`src/rtl/pipe_pkg.sv`:
```
// Shared definitions for the pipeline hazard scheduler:
// scheduler state encoding, register-zero constant, the register match helper
// and the default MUL occupancy.
package pipe_pkg;

    localparam int unsigned REG_W       = 5;
    localparam int unsigned MUL_LAT_DEF = 4;

    localparam logic [REG_W-1:0] REG_ZERO = 5'd0;

    typedef enum logic {
        RUN      = 1'b0,
        MUL_BUSY = 1'b1
    } sched_state_e;

    // A source/destination pair only conflicts when it names a real register; $0 is hardwired.
    function automatic logic match(input logic [REG_W-1:0] a, input logic [REG_W-1:0] b);
        return (a == b) && (a != REG_ZERO);
    endfunction

endpackage

```
`src/rtl/hazard_detect.sv`:
```
// Combinational hazard terms that forwarding cannot cover.
//   ifid_rs/ifid_rt/ifid_uses_rt : operands of the ID instruction
//   id_branch                    : ID instruction compares its operands in ID
//   idex_*                       : EX-stage instruction (load flag, writeback flag, dest)
//   exmem_*                      : MEM-stage instruction (load flag, dest)
//   lu_c / br1_c / br2_c         : load-use, branch-vs-EX, branch-vs-MEM-load hazards
module hazard_detect
    import pipe_pkg::*;
(
    input  logic [REG_W-1:0] ifid_rs,
    input  logic [REG_W-1:0] ifid_rt,
    input  logic             ifid_uses_rt,
    input  logic             id_branch,
    input  logic             idex_mem_read,
    input  logic             idex_reg_write,
    input  logic [REG_W-1:0] idex_reg_dst,
    input  logic             exmem_mem_read,
    input  logic [REG_W-1:0] exmem_reg_dst,
    output logic             lu_c,
    output logic             br1_c,
    output logic             br2_c
);

    logic ex_hits_rs;
    logic ex_hits_rt;
    logic mem_hits_src;

    always_comb begin
        ex_hits_rs   = match(idex_reg_dst, ifid_rs);
        ex_hits_rt   = match(idex_reg_dst, ifid_rt);
        mem_hits_src = match(exmem_reg_dst, ifid_rs) || match(exmem_reg_dst, ifid_rt);

        // Load data is not available until MEM, so any EX load feeding ID stalls once.
        lu_c  = idex_mem_read && (ex_hits_rs || (ifid_uses_rt && ex_hits_rt));
        // Branches compare in ID, so they need results one stage earlier than EX does.
        br1_c = id_branch && idex_reg_write && (ex_hits_rs || ex_hits_rt);
        br2_c = id_branch && exmem_mem_read && mem_hits_src;
    end

endmodule

```
`src/rtl/hazard_sched.sv`:
```
// Pipeline hazard scheduler for the 5-stage core.
//   Clk, Rst           : clock (rising edge), asynchronous active-low reset
//   IFID_* / ID_*      : ID-stage operand, branch, taken and MUL-start information
//   IDEX_* / EXMEM_*   : EX and MEM stage producer information
//   PC_Write, IFID_Write, IFID_Flush, IDEX_Bubble, EX_Hold : combinational pipeline controls
//   StallCycles        : saturating count of cycles with PC_Write=0
module hazard_sched
    import pipe_pkg::*;
#(
    parameter int unsigned MUL_LAT = MUL_LAT_DEF,
    parameter int unsigned CNT_W   = 32
) (
    input  logic             Clk,
    input  logic             Rst,
    input  logic [4:0]       IFID_Rs,
    input  logic [4:0]       IFID_Rt,
    input  logic             IFID_UsesRt,
    input  logic             ID_Branch,
    input  logic             ID_Taken,
    input  logic             IDEX_MemRead,
    input  logic             IDEX_RegWrite,
    input  logic [4:0]       IDEX_RegDst,
    input  logic             EXMEM_MemRead,
    input  logic [4:0]       EXMEM_RegDst,
    input  logic             ID_MulStart,
    output logic             PC_Write,
    output logic             IFID_Write,
    output logic             IFID_Flush,
    output logic             IDEX_Bubble,
    output logic             EX_Hold,
    output logic [CNT_W-1:0] StallCycles
);

    localparam int unsigned MC_W = (MUL_LAT > 2) ? $clog2(MUL_LAT) : 1;

    sched_state_e     state_q, state_d;
    logic [MC_W-1:0]  mul_cnt_q, mul_cnt_d;
    logic [CNT_W-1:0] stall_cnt_q, stall_cnt_d;

    logic lu_c;
    logic br1_c;
    logic br2_c;
    logic stall_c;

    hazard_detect u_detect (
        .ifid_rs        (IFID_Rs),
        .ifid_rt        (IFID_Rt),
        .ifid_uses_rt   (IFID_UsesRt),
        .id_branch      (ID_Branch),
        .idex_mem_read  (IDEX_MemRead),
        .idex_reg_write (IDEX_RegWrite),
        .idex_reg_dst   (IDEX_RegDst),
        .exmem_mem_read (EXMEM_MemRead),
        .exmem_reg_dst  (EXMEM_RegDst),
        .lu_c           (lu_c),
        .br1_c          (br1_c),
        .br2_c          (br2_c)
    );

    assign stall_c = lu_c || br1_c || br2_c;

    // State, MUL occupancy and stall counter registers.
    always_ff @(posedge Clk or negedge Rst) begin
        if (!Rst) begin
            state_q     <= RUN;
            mul_cnt_q   <= '0;
            stall_cnt_q <= '0;
        end else begin
            state_q     <= state_d;
            mul_cnt_q   <= mul_cnt_d;
            stall_cnt_q <= stall_cnt_d;
        end
    end

    // Next state and pipeline controls; reset forces the idle controls regardless of inputs.
    always_comb begin
        state_d     = state_q;
        mul_cnt_d   = mul_cnt_q;
        stall_cnt_d = stall_cnt_q;
        PC_Write    = 1'b1;
        IFID_Write  = 1'b1;
        IFID_Flush  = 1'b0;
        IDEX_Bubble = 1'b0;
        EX_Hold     = 1'b0;

        if (Rst) begin
            case (state_q)
                RUN: begin
                    if (stall_c) begin
                        PC_Write    = 1'b0;
                        IFID_Write  = 1'b0;
                        IDEX_Bubble = 1'b1;
                    end else if (ID_Taken) begin
                        IFID_Flush = 1'b1;
                    end else if (ID_MulStart) begin
                        state_d   = MUL_BUSY;
                        mul_cnt_d = MC_W'(MUL_LAT - 1);
                    end
                end
                MUL_BUSY: begin
                    PC_Write   = 1'b0;
                    IFID_Write = 1'b0;
                    EX_Hold    = 1'b1;
                    mul_cnt_d  = mul_cnt_q - MC_W'(1);
                    if (mul_cnt_q == MC_W'(1)) begin
                        state_d = RUN;
                    end
                end
                default: state_d = RUN;
            endcase

            if (!PC_Write && (stall_cnt_q != {CNT_W{1'b1}})) begin
                stall_cnt_d = stall_cnt_q + CNT_W'(1);
            end
        end
    end

    assign StallCycles = stall_cnt_q;

endmodule

```
`config.mk`:
```
export PLATFORM = sky130hd
export DESIGN_NAME = hazard_sched
export DESIGN_NICKNAME = d
export VERILOG_FILES = /design/src/rtl/pipe_pkg.sv /design/src/rtl/hazard_detect.sv /design/src/rtl/hazard_sched.sv
export SDC_FILE = /design/constraint.sdc
export NUM_CORES = 1
export LEC_CHECK = 0
export CORE_MARGIN = 3
export CORE_UTILIZATION = 39
export CTS_CLUSTER_SIZE = 24
export DETAILED_ROUTE_END_ITERATION = 10
export DONT_BUFFER_PORTS = 1
export PLACE_DENSITY = 0.58
export REMOVE_ABC_BUFFERS = 1
export SETUP_SLACK_MARGIN = 0.1
export SYNTH_ARGS = -nofsm -noshare
export SYNTH_HDL_FRONTEND = slang
export SYNTH_SLANG_ARGS = --single-unit
export TNS_END_PERCENT = 100
```
`constraint.sdc`:
```
create_clock -name Clk -period 3.3 [get_ports Clk]
set_clock_uncertainty 0.15 [all_clocks]
set_input_delay 0.33 -clock Clk [delete_from_list [all_inputs] [get_ports Clk]]
set_output_delay 0.33 -clock Clk [all_outputs]
set_load 0.01 [all_outputs]
```
* Word level (Yosys, flattened, before mapping)
Index checks and enable logic that the tools add are counted.
** Cells by class
- Eq/ne operators :: 9
- Multiplexer cells :: 23
- $add $sub $neg :: 2
- Reductions and logical operators :: 21
- Bitwise gates (word level) :: 1
** Operators with widths (number)
- $add 32x1->32 const B :: 1
- $ne 32x32->1 const B :: 1
- $eq 5x5->1 :: 4
- $mux 1 :: 17
- $logic_and 1x1->1 :: 11
- $reduce_bool 5->1 :: 2
- $mux 2 :: 3
- $ne 2x2->1 const B :: 3
- $logic_or 1x1->1 :: 5
- $pmux 1 s2 :: 2
- $pmux 2 s2 :: 1
- $reduce_and 4->1 :: 1
- $eq 2x1->1 const B :: 1
- $reduce_and 2->1 :: 1
- $sub 2x1->2 const B :: 1
- $logic_not 1->1 :: 1
- $not 1->1 :: 1
** Storage, ports and cells
- Output and inout port bits :: 37
- Logic and storage cells :: 59
- Bits in registers :: 35
- Bits of input ports :: 29

* Logic depth before layout (Yosys ltp)
- Depth in word-level cells :: 13
- Mapped depth :: 8
- Gate-level depth less buffers :: 7

* Modules after synthesis
A second synthesis with hierarchy kept.
** Unflattened totals
- Cells, all modules :: 208
- Area total of the unflattened synthesis :: 2104.5 um^2
** By module, submodules not included
- hazard_sched :: cells an instance 168, area an instance 1814.2 um^2, times used 1
- hazard_detect :: cells an instance 40, area an instance 290.3 um^2, times used 1

* Worst setup path before layout
No wires, ideal clock.
- Kind :: input-to-output
- From :: in EXMEM_RegDst[0]
- To :: out PC_Write
- Stages :: 6
- Arrival :: 1.972 ns
- Required time :: 2.820 ns
- Path slack :: 0.848 ns
- Cells stage by stage :: or3_1 > o311a_1 > a221oi_2 > buf_2 > nand2b_1 > buf_4
** Between the ends
- Longest elaborated chain between the ends :: 9
** Ends and longest elaborated chain
- from (decl) :: line hazard_sched.sv:24 : input logic [4:0] EXMEM_RegDst,
- $eq 5x5->1 or $reduce_bool 5->1 (tied branches) :: line pipe_pkg.sv:18 : return (a == b) && (a != REG_ZERO);
- $logic_and 1x1->1 :: line pipe_pkg.sv:18
- $logic_or 1x1->1 * :: line hazard_detect.sv:31 : mem_hits_src = match(exmem_reg_dst, ifid_rs) || match(exmem_reg_dst, ifid_rt);
- $logic_and 1x1->1 * :: line hazard_detect.sv:37 : br2_c = id_branch && exmem_mem_read && mem_hits_src;
- $logic_or 1x1->1 * :: line hazard_sched.sv:60 : assign stall_c = lu_c || br1_c || br2_c;
- $mux 1 * :: line hazard_sched.sv:89 : if (stall_c) begin
- $pmux 1 s2 * :: line hazard_sched.sv:87 : case (state_q)
- $mux 1 * (2 in series) :: line hazard_sched.sv:86 : if (Rst) begin
- to (decl) :: line hazard_sched.sv:26 : output logic PC_Write,
Mark *: on every way between the ends. The rest lies on a longest branch, timed or not. The select of a mux whose other input is x is not followed.

* Final worst setup path
- From :: reg stall_cnt_q[0], in the netlist StallCycles[0]
- To :: reg stall_cnt_q[1], in the netlist StallCycles[1]
** Between the ends
- Longest elaborated chain between the ends :: 3
** Ends and longest elaborated chain
- from (decl) :: line hazard_sched.sv:38 : logic [CNT_W-1:0] stall_cnt_q, stall_cnt_d;
- from (signal assigned) :: line hazard_sched.sv:71 : stall_cnt_q <= stall_cnt_d;
- parallel branches: the longest is 3 deep, another holds $add 32x1->32
Parallel ways; which one is timed is not known.
A chain may end at the register's enable or synchronous reset.

==> results.md <==
- Worst Hold Depth: 2
- Core ar.: 5540 µm²
- Max-cap violations: 0
- Total track usage: 0.1631
- Critical Path RT: 3320 ps
- CP endpoint kind: flop
- Clock buffer depth: 2
- Netlist Area Pre-Place: 2251 µm²
- CTS tree: built
- Combinational power share: 0.249
- Clock sinks: 35
- Ys async rst share: 1.000
- Area leader, netlist: dfrtp_1
- # placed instances: 291
- Clk pwr share: 0.278
- Syn avg cell area: 10.19 µm²
- Flop pwr share: 0.473
- Die ar.: 6719 µm²
- Switching fraction of total power: 0.3448
- Setup CP Type: reg -> reg
- Layout area overhead: 9.950%
- H-tree depth: 2
- Worst setup path startpoint: StallCycles[0]
- Flop-to-flop setup slack: 600 ps
- Min-delay src: Rst
- Num CTS Buffers: 5
- Finished Layout Cells: 301
- Core Util, Final: 0.4467
- Pleak: 1.101 nW
- Synth cell types: 44
- Startpoint Class: flop
- Detail Placement HPWL: 3772 µm
- Routed wire length: 5141 µm
- Final #Nets: 259
- Outcome: finished clean
- #FFs+latches synth: 35
- Unrepaired setup endpoints after global routing: false
- Postcts setup bufs: 0
- Cells after Synth: 221
- Num rows: 27
- Layout cell share with drive strength beyond 1: 0.1397
- Top-area cell type share of the netlist area: 0.3891
- Final hold slack: 77.14 ps
- Die Wd: 81.97 µm
- IO buf count: 0
- Root Driver: clkbuf_8
- Cell with the most instances after synthesis: dfrtp_1
- Min Tclk post-route: 2697 ps
- Hold EP: mul_cnt_q[0]
- Antenna diode instance count: 0
- Via density per instance: 5.452
- Final setup fails: 0
- Seq/Total Area, Yosys: 0.3891
- Crit-path max FO: 12
- Critical Path AT: 2720 ps
- Largest net degree at the start of global routing: 36
- F_max: 0.3707 GHz
- DR pass1 iterations: 4
- Grt ovf: 0
- Gp weighted congestion: 0.7858
- Starting Density: 0.4063
- Clk Latency, worst-skew pair: 290 ps
- P_int: 0.8093 mW
- R2R depth: 7
- Routed len/inst: 17.08 µm
- Initial antenna violation count: 0
- Reg2Reg Launch Point: StallCycles[0]
- Post-DRT Antenna Nets: 0
- DRC: 0
- Pwr per Cell Area: 499.1 nW/µm²
- P_sw: 0.4259 mW
- First-pass GRT wire length: 8307 µm
- Synth area leaders: dfrtp_1 (39%), xor2_1 (12%), xnor2_1 (7.0%), nor3_1 (3.8%), nand4_1 (3.6%)
- Vias: 1,641
- Slew at the pin closest to its max-slew limit: 735.2 ps
- Die Height: 81.97 µm
- Min-delay worst type: in -> reg
- Vias in the first global route: 1,745
- Iter 0 DRT Violations: 57
- Fin. max-slew vios: 0
- Clk pin slew, worst setup/hold paths: 60 ps
- Fin crit share: 0.8174
- Commonest cells post-synth: dfrtp_1 (35), xor2_1 (31), xnor2_1 (18)
- Synth warnings: 0
- VDD IR max: 0.4123 mV
- Primary FF master, synth: dfrtp_1
- Fin. Hold Viols: 0
- IO Pins: 66
- Max-slew headroom: 0.5099
- R2R Path End: StallCycles[1]
- Number of flops mapped to enable cells by yosys: 0
-- power groups by stage --
stage                     Sequential (mW)  Clock (mW)  Combinational [mW]
final                               0.585       0.343               0.308
after global routing                0.599       0.371               0.345
after CTS                           0.586       0.353               0.312
after detailed placement            0.594           0               0.297
after global placement              0.592           0               0.292
after floorplan                     0.572           0               0.207
-- registers in the layout, indices dropped and copies added (netlist names) --
signal and flops:
mul_cnt_q 2, state_q 1, StallCycles 32
-- critical path: stages, from the launching register on --
cell,delay (ps)
dfrtp_1,450
ha_1,210
and3_2,230
nand4_4,140
or4_4,590
o21ai_4,340
nor2_1,130
mux2_1,340
-- layout make-up --
cell class	instances	area, µm²
flip-flops and latches	35	875.8
fillers	562	3065
clock buffers	8	100.1
repair buffers	9	82.58
multi-input cells	174	1315
well taps	72	90.09
inverters	3	11.26
-- metal layers --
| layer | part of all wire | track usage |
|---|---|---|
| met4 | 0.011 | 0.05814 |
| met5 | 0 | 0 |
| met2 | 0.46 | 0.2528 |
| met3 | 0.11 | 0.06469 |
| met1 | 0.43 | 0.2049 |
-- per-stage QoR --
stage                     instance area, µm²  power (mW)  setup TNS (ps)  setup WS [ps]
after floorplan                         2191      0.7792          -315.1         -137.1
after global placement                  2345      0.8841               0          651.1
after global routing                    2475       1.315               0          428.9
final                                   2475       1.235               0          602.6
after detailed placement                2345      0.8907               0          600.6
after CTS                               2475       1.251               0          590.0
-- worst max-delay path by stage --
stage / slack [ps] / to / cells past startpoint
after floorplan: -140 / StallCycles[1] / 5
after global placement: 650 / StallCycles[1] / 7
after detailed placement: 600 / StallCycles[1] / 7
after CTS: 590 / StallCycles[1] / 7
after global routing: 430 / StallCycles[18] / 8
final: 600 / StallCycles[1] / 7
-- cell usage in the layout (no fill, tap or decap), types with 2 or more instances in the layout --
| cell type | netlist | routed |
|---|---|---|
| dfrtp_1 | 35 | 35 |
| xor2_1 | 31 | 31 |
| clkbuf_8 | 0 | 7 |
| a21oi_1 | 6 | 6 |
| and3_1 | 5 | 5 |
| and4_1 | 4 | 4 |
| nor4_2 | 4 | 4 |
| ha_1 | 2 | 2 |
| nor2_1 | 7 | 7 |
| nand2_1 | 16 | 16 |
| buf_4 | 2 | 7 |
| nor4_4 | 2 | 2 |
| o22ai_1 | 2 | 2 |
| nand3_1 | 12 | 12 |
| or3_1 | 4 | 4 |
| xnor2_1 | 18 | 18 |
| nor3b_1 | 5 | 5 |
| nand2b_1 | 3 | 3 |
| inv_1 | 3 | 3 |
| nor3_1 | 17 | 17 |
| and2_1 | 3 | 3 |
| nand4_1 | 13 | 13 |
| nor4b_4 | 2 | 2 |
-- cell families after synthesis --
| family | synth area share |
|---|---|
| AND/OR/NAND/NOR | 0.3080 |
| flip-flops | 0.3891 |
| adder cells (fa/ha/maj) | 0.01112 |
| multiplexers | 0.01000 |
| AO/OA/AOI/OAI | 0.05948 |
| buffers and inverters | 0.03168 |
| XOR/XNOR | 0.1907 |
-- timing repair --
item / 4_1_cts / 5_1_grt
endpoints found under the hold margin: 35 / 0
hold buffers: 2 / 0
gates resized for setup: 0 / 0
(Power assumes the default switching activity.)
